<file path="src/rtl/cache_line_sequencer.sv">
// Miss/flush sequencer: victim write-back, line refill, flush-all and invalidate-all bursts.
// Optional bus watchdog is enabled by defining BUS_TIMEOUT_EN.
module cache_line_sequencer #(
    parameter int SEL_WIDTH  = 3,
    parameter int ADDR_W     = 32,
    parameter int DATA_W     = 32,
    parameter int LINE_WORDS = 8,
    localparam int OFF_W     = $clog2(LINE_WORDS)
) (
    input  logic              clk,
    input  logic              rst_n,
    input  logic              core_req,
    input  logic [ADDR_W-1:0] access_addr,
    input  logic              line_miss,
    input  logic              replace_dirty,
    input  logic [ADDR_W-1:0] victim_addr,
    input  logic              any_dirty,
    input  logic              flush_req,
    input  logic              inval_req,
    output logic              core_stall,
    output logic              force_sync,
    output logic              line_refill,
    output logic              writeback_ok,
    output logic              valid_clear,
    output logic              maint_done,
    output logic [OFF_W-1:0]  mem_off,
    output logic              mem_we,
    output logic [DATA_W-1:0] mem_wdata,
    input  logic [DATA_W-1:0] mem_rdata,
    output logic              bus_valid,
    output logic              bus_we,
    output logic [ADDR_W-1:0] bus_addr,
    output logic [DATA_W-1:0] bus_wdata,
    input  logic              bus_ready,
    input  logic [DATA_W-1:0] bus_rdata,
    output logic              bus_err,
    output logic [3:0]        dbg_state_o
);

    localparam logic [3:0] S_IDLE = 4'd0;
    localparam logic [3:0] S_WB   = 4'd1;
    localparam logic [3:0] S_WBOK = 4'd2;
    localparam logic [3:0] S_RF   = 4'd3;
    localparam logic [3:0] S_FILL = 4'd4;
    localparam logic [3:0] S_FWB  = 4'd5;
    localparam logic [3:0] S_FCHK = 4'd6;
    localparam logic [3:0] S_INV  = 4'd7;
    localparam logic [3:0] S_DONE = 4'd8;

    localparam logic [OFF_W-1:0]  LAST_BEAT = OFF_W'(LINE_WORDS - 1);
    localparam logic [ADDR_W-1:0] LINE_MASK = ADDR_W'(LINE_WORDS * 4 - 1);

    logic [3:0]        state_q, state_d;
    logic [OFF_W-1:0]  beat_q, beat_d;
    logic [ADDR_W-1:0] rf_base_q, rf_base_d;
    logic [ADDR_W-1:0] wb_base_q, wb_base_d;
    logic              flush_q, flush_d;
    logic              in_wb, in_rf, beat_done, timeout;

    assign in_wb     = (state_q == S_WB) || (state_q == S_FWB);
    assign in_rf     = (state_q == S_RF);
    assign bus_valid = in_wb || in_rf;
    assign beat_done = bus_valid && bus_ready;

`ifdef BUS_TIMEOUT_EN
    logic [7:0] to_cnt_q, to_cnt_d;

    // 255th consecutive unanswered cycle aborts the burst
    assign timeout = bus_valid && !bus_ready && (to_cnt_q == 8'd254);

    always_comb begin
        to_cnt_d = 8'd0;
        if (bus_valid && !bus_ready && !timeout) begin
            to_cnt_d = to_cnt_q + 8'd1;
        end
    end

    always_ff @(posedge clk or negedge rst_n) begin
        if (!rst_n) begin
            to_cnt_q <= 8'd0;
        end else begin
            to_cnt_q <= to_cnt_d;
        end
    end
`else
    assign timeout = 1'b0;
`endif

    always_comb begin
        state_d   = state_q;
        beat_d    = beat_q;
        rf_base_d = rf_base_q;
        wb_base_d = wb_base_q;
        flush_d   = flush_q;
        case (state_q)
            S_IDLE: begin
                if (core_req && line_miss) begin
                    rf_base_d = access_addr & ~LINE_MASK;
                    wb_base_d = victim_addr;
                    flush_d   = 1'b0;
                    state_d   = replace_dirty ? S_WB : S_RF;
                end else if (flush_req) begin
                    flush_d   = 1'b1;
                    wb_base_d = victim_addr;
                    state_d   = any_dirty ? S_FWB : S_DONE;
                end else if (inval_req) begin
                    flush_d = 1'b0;
                    state_d = S_INV;
                end
            end
            S_WB, S_FWB, S_RF: begin
                if (timeout) begin
                    beat_d  = '0;
                    state_d = S_IDLE;
                end else if (beat_done) begin
                    beat_d = beat_q + 1'b1;
                    if (beat_q == LAST_BEAT) begin
                        state_d = in_rf ? S_FILL : S_WBOK;
                    end
                end
            end
            S_WBOK: state_d = flush_q ? S_FCHK : S_RF;
            S_FILL: state_d = S_IDLE;
            S_FCHK: begin
                // Dirty encoder has already moved to the next dirty entry
                if (any_dirty) begin
                    wb_base_d = victim_addr;
                    state_d   = S_FWB;
                end else begin
                    state_d = S_DONE;
                end
            end
            S_INV:   state_d = S_DONE;
            S_DONE:  state_d = S_IDLE;
            default: state_d = S_IDLE;
        endcase
    end

    always_ff @(posedge clk or negedge rst_n) begin
        if (!rst_n) begin
            state_q   <= S_IDLE;
            beat_q    <= '0;
            rf_base_q <= '0;
            wb_base_q <= '0;
            flush_q   <= 1'b0;
        end else begin
            state_q   <= state_d;
            beat_q    <= beat_d;
            rf_base_q <= rf_base_d;
            wb_base_q <= wb_base_d;
            flush_q   <= flush_d;
        end
    end

    assign bus_we       = in_wb;
    assign bus_addr     = bus_valid ? ((in_rf ? rf_base_q : wb_base_q) + ADDR_W'({beat_q, 2'b00}))
                                    : '0;
    assign bus_wdata    = mem_rdata;
    assign mem_off      = beat_q;
    assign mem_we       = in_rf && bus_ready;
    assign mem_wdata    = bus_rdata;
    assign force_sync   = (state_q == S_FWB) || (state_q == S_FCHK) ||
                          ((state_q == S_WBOK) && flush_q);
    assign line_refill  = (state_q == S_FILL);
    assign writeback_ok = (state_q == S_WBOK);
    assign valid_clear  = (state_q == S_INV);
    assign maint_done   = (state_q == S_DONE);
    // Gated by rst_n so the stall also drops while reset is held
    assign core_stall   = rst_n && ((state_q != S_IDLE) || (core_req && line_miss));
    assign bus_err      = timeout;
    assign dbg_state_o  = state_q;

endmodule
</file>
<file path="config.mk">
export PLATFORM = sky130hd
export DESIGN_NAME = cache_line_sequencer
export DESIGN_NICKNAME = d
export VERILOG_FILES = /design/src/rtl/cache_line_sequencer.sv
export SDC_FILE = /design/constraint.sdc
export NUM_CORES = 1
export LEC_CHECK = 0
export ABC_AREA = 1
export CAP_MARGIN = 0
export CELL_PAD_IN_SITES_DETAIL_PLACEMENT = 1
export CELL_PAD_IN_SITES_GLOBAL_PLACEMENT = 2
export CORE_MARGIN = 1.5
export CORE_UTILIZATION = 22
export CTS_CLUSTER_DIAMETER = 80
export DETAILED_ROUTE_END_ITERATION = 12
export PLACE_DENSITY_LB_ADDON = 0.1
export SLEW_MARGIN = 10
export SYNTH_ARGS = -nofsm -noshare
export SYNTH_HDL_FRONTEND = slang
export SYNTH_SLANG_ARGS = --single-unit
</file>
<file path="constraint.sdc">
create_clock -name clk -period 6.7 [get_ports clk]
set_input_delay 1.34 -clock clk [delete_from_list [all_inputs] [get_ports clk]]
set_output_delay 1.34 -clock clk [all_outputs]
set_load 0.005 [all_outputs]
</file>
==> metrics.md <==
| Metric | Value |
|---|---|
| Final setup vio count | 0 |
| Tcrit/Tclk final | 0.788 |
| Xor and xnor area share after synthesis | 0.00516 |
| Core Box Area | 22600 sq um |
| Via Count | between 4000 and 5000 |
| Final hold slack | around 0.47 ns |
| Drt total wl | about 17000 microns |
| Crit. Startpoint | dbg_state_o[0] |
| Starting DRC count in detailed routing | approximately 120 |
| Synth Warn # | 0 |
| Initial core utilization | 0.225 |
| Largest net degree at the start of global routing | 69 |
| WL met3 | 813 microns |
| Post-synth cell types | 38 |
| FF+latch count, synth | 67 |
| Cts bufs inserted | 9 |
| F_max | 189 MHz |
| CTS tree | done |
| Nets | 955 |
| Sequential-to-total area share from yosys stat | 0.330 |
| PD cells | 511 nW/um^2 |
| CP Max Fanout | 50 |
| Wire length per cell | roughly 16 microns |
| CTS Root Cell | clkbuf_16 |
| RSZ-0062 raised after global routing | false |
| Sink Count | 67 |
| Postcts setup bufs | 0 |
| Status | finished, final reports clean |
| Initial antenna violation count | 0 |
| Complex-gate fraction of the synthesized area | 0.0871 |
| CTS resizes | 0 |
| HP Class | reg -> reg |
| FILL cells | 2807 |
| Hpwl dp | 13700 microns |
| CTS H-tree depth | 3 |
| Startpoint types | flop |
| Area grow syn2layout | 23.4% |
| Clk_lat worst skew | 0.33 ns |
| Commonest non-fill, non-tap cell in the layout | nand2_1 |
| Vias in the first global route | ~4900 |
| Worst slew margin | 0.387 |
| Ranking of synthesized cells by area | dfrtp_1, nand2_1, buf_4 |
| Post-synthesis cell count | 771 |
| I/O pins | 250 |
| Reg2Reg Launch Point | dbg_state_o[3] |
| Most used cell, CP | nand2_1 |
| Area share of fa/ha/maj cells after synthesis | 0.0162 |
| End of the critical path | bus_addr[14] |
| Highest routed layer | met4 |
| Hold_buf cts | 0 |
| Reg2Reg Depth | 9 |
| Crit Path Class | reg -> out |
| Antenna cell count | 0 |
| Max Slew Vio Count | 0 |
| Global-route wire length before repair | between 20000 and 30000 microns |
| Max Root-Sink Buffers | 2 |
| IO buf count | 115 |
| R2R Path End | dbg_state_o[2] |
| Vias per cell | 4.33 |
| Syn_nets | just over 900 |
| Clock slew at reported path FFs | 0.06 ns |
| Number of max-cap violations | 0 |
| Share of the synthesized area in the top cell type | 0.330 |
| WL met1 | 8720 microns |
| Post-synthesis cell area | around 5000 sq um |
| DRC viols | 0 |
| Pre-antenna DRT Iters | 4 |
| Final hold violation count | 0 |
| Largest family of logic cells by synthesized area | simple AND/OR/NAND/NOR gates |
| Mux cell area share after synthesis | 0.00418 |
| Die Span Y | 155 microns |
| Synth area leader | dfrtp_1 |
| Setup TNS | 0 ns |
| ANT nets after route | 0 |
| Met2 WL | 7680 microns |
| Setup crit end kind | output pin |
| Pre-CTS setup slack | 1.70 ns |
| Layout cell share with drive strength beyond 1 | 0.0735 |
| Gr ovfl total | 0 |
| Final WS setup | 1.42 ns |
| Static leakage | between 0.002 and 0.003 uW |
| Number of cell rows | 55 |
| Dpl cells | around 1100 |
| Gr usage total | 0.147 |
| Total power | 3210 uW |
| Maximum vdd drop | ~0.00016 V |
| Crit-path slowest cell | clkdlybuf4s50_1 |
| Die area | 24000 sq um |
| Die X-Extent | ~160 microns |
| Setup Skew | 0.00532 ns |
| CP max stage delay | around 0.54 ns |
| Final worst path period need | 5.28 ns |
| Worst-Margin Slew | roughly 0.92 ns |
| Leading cell types in the layout, fill and taps excluded | nand2_1, clkdlybuf4s50_1, nor2_1, inv_1, dfrtp_1 |
| GPL Wtd Cong | 0.782 |
| Critical Path AT | 3.94 ns |
| Simple-Gate Fraction of Synth Area | 0.372 |
| Critical Path RT | 5.36 ns |
| R2r setup slk | 4.09 ns |
| Non-Filler Instances | 1101 |
| Avg Inst Size Synth | 6.60 sq um |
| Worst-path cell chain | nand2_2, inv_4, nand2_4, nand2_1, fa_1, inv_1, nand2_1, nand2_1, nand3_2, nor2_4, nand2_1, nor2_4, o21ai_0, a21oi_1, clkdlybuf4s50_1 |
## state kept, by name (all words and copies together), names as in the netlist
signal / cells
wb_base_q: 32
dbg_state_o: 4
rf_base_q: 27
mem_off: 3
flush_q: 1
## per-stage QoR
step	util	cell area (sq um)
after floorplan	-	5090
after global placement	0.265	5990
after detailed placement	0.265	5990
after CTS	0.277	6280
after global routing	0.277	6280
final	0.277	6280
## cells by family (layout without fill, tap and decap cells)
group,after synthesis,after routing
AND/OR/NAND/NOR,441,441
buffers and inverters,168,213
AO/OA/AOI/OAI,83,83
multiplexers,2,2
adder cells (fa/ha/maj),6,6
flip-flops,67,67
XOR/XNOR,3,3
other,1,1
## per-layer routing
metal | track usage | vias up
met5 | 0 | -
met4 | 0.0417 | 0
met3 | 0.0237 | 29
met2 | 0.230 | 104
met1 | 0.207 | 2218
li1 | - | 2414
## power by group
group	leakage [uW]	internal [uW]	switching [uW]
sequential	0.000797	603	130
combinational	0.00206	769	1250
clock	0.000134	285	176
## synth_stat cells
| cell | number |
|---|---|
| xnor2_1 | 1 |
| conb_1 | 1 |
| o21ai_2 | 1 |
| a2bb2oi_1 | 1 |
| fa_1 | 1 |
| inv_1 | 75 |
| dfrtp_1 | 67 |
| nand2_1 | 259 |
| inv_4 | 1 |
| o31ai_1 | 1 |
| and2_1 | 1 |
| nor2_2 | 12 |
| mux2_2 | 1 |
| nand2_2 | 9 |
| o2111ai_1 | 1 |
| nor2_1 | 91 |
| nor2_4 | 6 |
| o21ai_1 | 10 |
| clkbuf_1 | 8 |
| xor2_1 | 2 |
| buf_2 | 9 |
| buf_4 | 67 |
| a21oi_1 | 39 |
| nand3_1 | 40 |
| buf_6 | 6 |
| o221ai_1 | 1 |
| ha_1 | 5 |
| inv_2 | 2 |
| o21a_1 | 1 |
| o21ai_0 | 27 |
| nor3_2 | 2 |
| nand3b_1 | 10 |
| nand4_1 | 2 |
| nand3_2 | 3 |
| nor3_1 | 5 |
| nand2_4 | 1 |
| o211ai_2 | 1 |
| mux2i_1 | 1 |
## worst max-delay path, delay by kind of cell, from the launching register on
family / cells / cell delay (ns)
buffers and inverters: 3 / 0.80
adders and majority gates: 1 / 0.43
and+or+nand+nor: 9 / 1.59
DFF: 1 / 0.44
AOI/OAI and AO/OA: 2 / 0.32
## final cells by class
| cell class | count | area (sq um) | area share |
|---|---|---|---|
| Clock inverter | 5 | 55.1 | 0.00877 |
| Sequential cell | 67 | 1680 | 0.267 |
| Tap cell | 285 | 357 | 0.0568 |
| Inverter | 78 | 295 | 0.0470 |
| Clock buffer | 10 | 229 | 0.0365 |
| Multi-Input combinational cell | 536 | 2480 | 0.395 |
| Timing Repair Buffer | 120 | 1180 | 0.189 |
## worst min-delay path by stage
stage	endpoint	start	depth (start not counted)	slack, ns
2_1_floorplan	rf_base_q[31]	rf_base_q[31]	2	0.44
3_5_place_dp	rf_base_q[30]	rf_base_q[30]	2	0.46
4_1_cts	rf_base_q[30]	rf_base_q[30]	2	0.47
5_1_grt	wb_base_q[19]	wb_base_q[19]	2	0.50
3_3_place_gp	rf_base_q[9]	rf_base_q[9]	2	0.46
6_report	rf_base_q[30]	rf_base_q[30]	2	0.47
No activity file was read; power rests on OpenSTA's default activity.
==> patch, RTL diff (config.mk and constraints unchanged) <==
Put a register stage on the outputs `force_sync` and `bus_err`. The values now appear one clock later. The other outputs are not delayed to match.
--- a/src/rtl/cache_line_sequencer.sv
+++ b/src/rtl/cache_line_sequencer.sv
@@ -160,6 +160,4 @@
     assign mem_we       = in_rf && bus_ready;
     assign mem_wdata    = bus_rdata;
-    assign force_sync   = (state_q == S_FWB) || (state_q == S_FCHK) ||
-                          ((state_q == S_WBOK) && flush_q);
     assign line_refill  = (state_q == S_FILL);
     assign writeback_ok = (state_q == S_WBOK);
@@ -168,5 +166,8 @@
     // Gated by rst_n so the stall also drops while reset is held
     assign core_stall   = rst_n && ((state_q != S_IDLE) || (core_req && line_miss));
-    assign bus_err      = timeout;
+    always_ff @(posedge clk) begin
+        force_sync <= (state_q == S_FWB) || (state_q == S_FCHK) || ((state_q == S_WBOK) && flush_q);
+        bus_err    <= timeout;
+    end
     assign dbg_state_o  = state_q;
 
Check against the original RTL: not equivalent (a bounded check fails within 4 cycles, from zero or initial values and one cycle with rst_n low).
==> patch against the original RTL <==
Clock skew hardly changed; largest cell class unchanged; total power rose by 3.2%; count of clock-buffer cells in the layout unchanged; synthesized area is 0.39% higher; worst setup slack got worse by 24 ps; sequential share of layout area barely moved; register-to-register slack got worse by 70 ps; critical path depth unchanged; design area is 1.4% higher; highest routed layer unchanged; sequential power up 1%; die area up 0.39%; critical endpoint is now bus_addr[22]; sequential cell count up 1; routed wire length about the same; worst hold slack gained 2.8 ps.
==> patch: results (changes against the original RTL) <==
outcome=completed; mux cell area share after synthesis=0.416% (-0.0016 points); GRT Total Usage=14.7% (+0.047 points); first-pass GRT wire length=27,400 um (+0.66%); vias in the first global route=4,887 (-0.85%); routability congestion estimate=0.774 (-0.97%); initial drt markers=169 (+39%); Synth Area in Adders=1.62% (-0.0064 points); routed wire length per instance=15.9 um (-0.15%); Syn Nets=915 (+0.11%); slew margin rel.=38.9% (+0.16 points); Leak Pwr=3.03 nW (+1.4%); r2r setup slk=4020 ps (-70 ps); Hold WC Path Type=flop to flop; clk_skew=5.60 ps (+0.281 ps); maximum vdd drop=0.133 mV (-14%); Cell variety after synth=39 (+2.6%); Fillers=2,802 (-0.18%); CP Data Arrival Time=3960 ps (+20 ps); Seq/Total Area, Yosys=33.2% (+0.26 points); vias=4,767 (+0.042%); Area contributors post-synth=dfrtp_1 33%, nand2_1 19%, buf_4 9.8%, nor2_1 6.7%, inv_1 5.5%; share of cells above drive strength 1=7.58% (+0.23 points); XOR/XNOR Fraction of Synth Area=0.514% (-0.0020 points); complex-gate fraction of the synthesized area=8.67% (-0.034 points); R2R Path Start=dbg_state_o[0]
[patch: logic make-up after synthesis]
| family | count (synthesis) |
|---|---|
| AOI/OAI and AO/OA | 83 |
| xor gates and xnor gates | 3 |
| adders and majority gates | 6 |
| buffers and inverters | 168 |
| DFF | 68 |
| muxes | 2 |
| other | 1 |
| and+or+nand+nor | 441 |
[patch: worst max-delay path by stage]
| stage | start | endpoint | slack (ps) | depth (start not counted) |
|---|---|---|---|---|
| finish | dbg_state_o[0] | bus_addr[22] | 1400 | 15 |
| detailed placement | dbg_state_o[0] | bus_addr[22] | 1690 | 15 |
| global route | dbg_state_o[0] | bus_addr[12] | 1020 | 15 |
| global placement | dbg_state_o[0] | bus_addr[22] | 1740 | 15 |
| floorplan | dbg_state_o[3] | bus_addr[18] | 2990 | 18 |
| CTS | dbg_state_o[0] | bus_addr[22] | 1310 | 15 |
[patch: worst max-delay path, delay by kind of cell (launching register included)]
family                   cells  cell delay, ps
AO/OA/AOI/OAI                1             230
flip-flops                   1             450
buffers and inverters        3             790
adder cells (fa/ha/maj)      1             430
AND/OR/NAND/NOR             10            1700
[patch: per-layer routing]
layer / GRT usage [%] / share of wire [%] / vias up
met5: 0 / 0 / -
met2: 22.2 / 43 / 106
li1: - / - / 2409
met4: 3.90 / 1.1 / 0
met3: 1.92 / 5.0 / 34
met1: 21.9 / 51 / 2218
[patch: through the flow]
stage / util (%) / setup slack (ps) / area, sq um / cells / power, W
global route: 28.0 / 1020 / 6360 / 1103 / 0.00365
global placement: 26.5 / 1740 / 6010 / 1087 / 0.00276
CTS: 28.0 / 1310 / 6360 / 1103 / 0.00338
floorplan: - / 2990 / 5110 / 772 / 0.00198
detailed placement: 26.5 / 1690 / 6010 / 1087 / 0.00281
finish: 28.0 / 1400 / 6360 / 1103 / 0.00331
[patch: power breakdown]
part,internal (W),leakage [nW],switching (W)
clock,0.000374,0.169,0.000182
sequential,0.000611,0.805,0.000130
combinational,0.000766,2.06,0.00125
total,0.00175,3.03,0.00156
[patch: cell type report]
cell class / instances / share of cell area (%)
clock buffers: 10 / 3.76
clock inverters: 6 / 1.75
multi-input cells: 536 / 39.0
well taps: 285 / 5.60
inverters: 78 / 4.64
flip-flops and latches: 68 / 26.7
repair buffers: 120 / 18.6
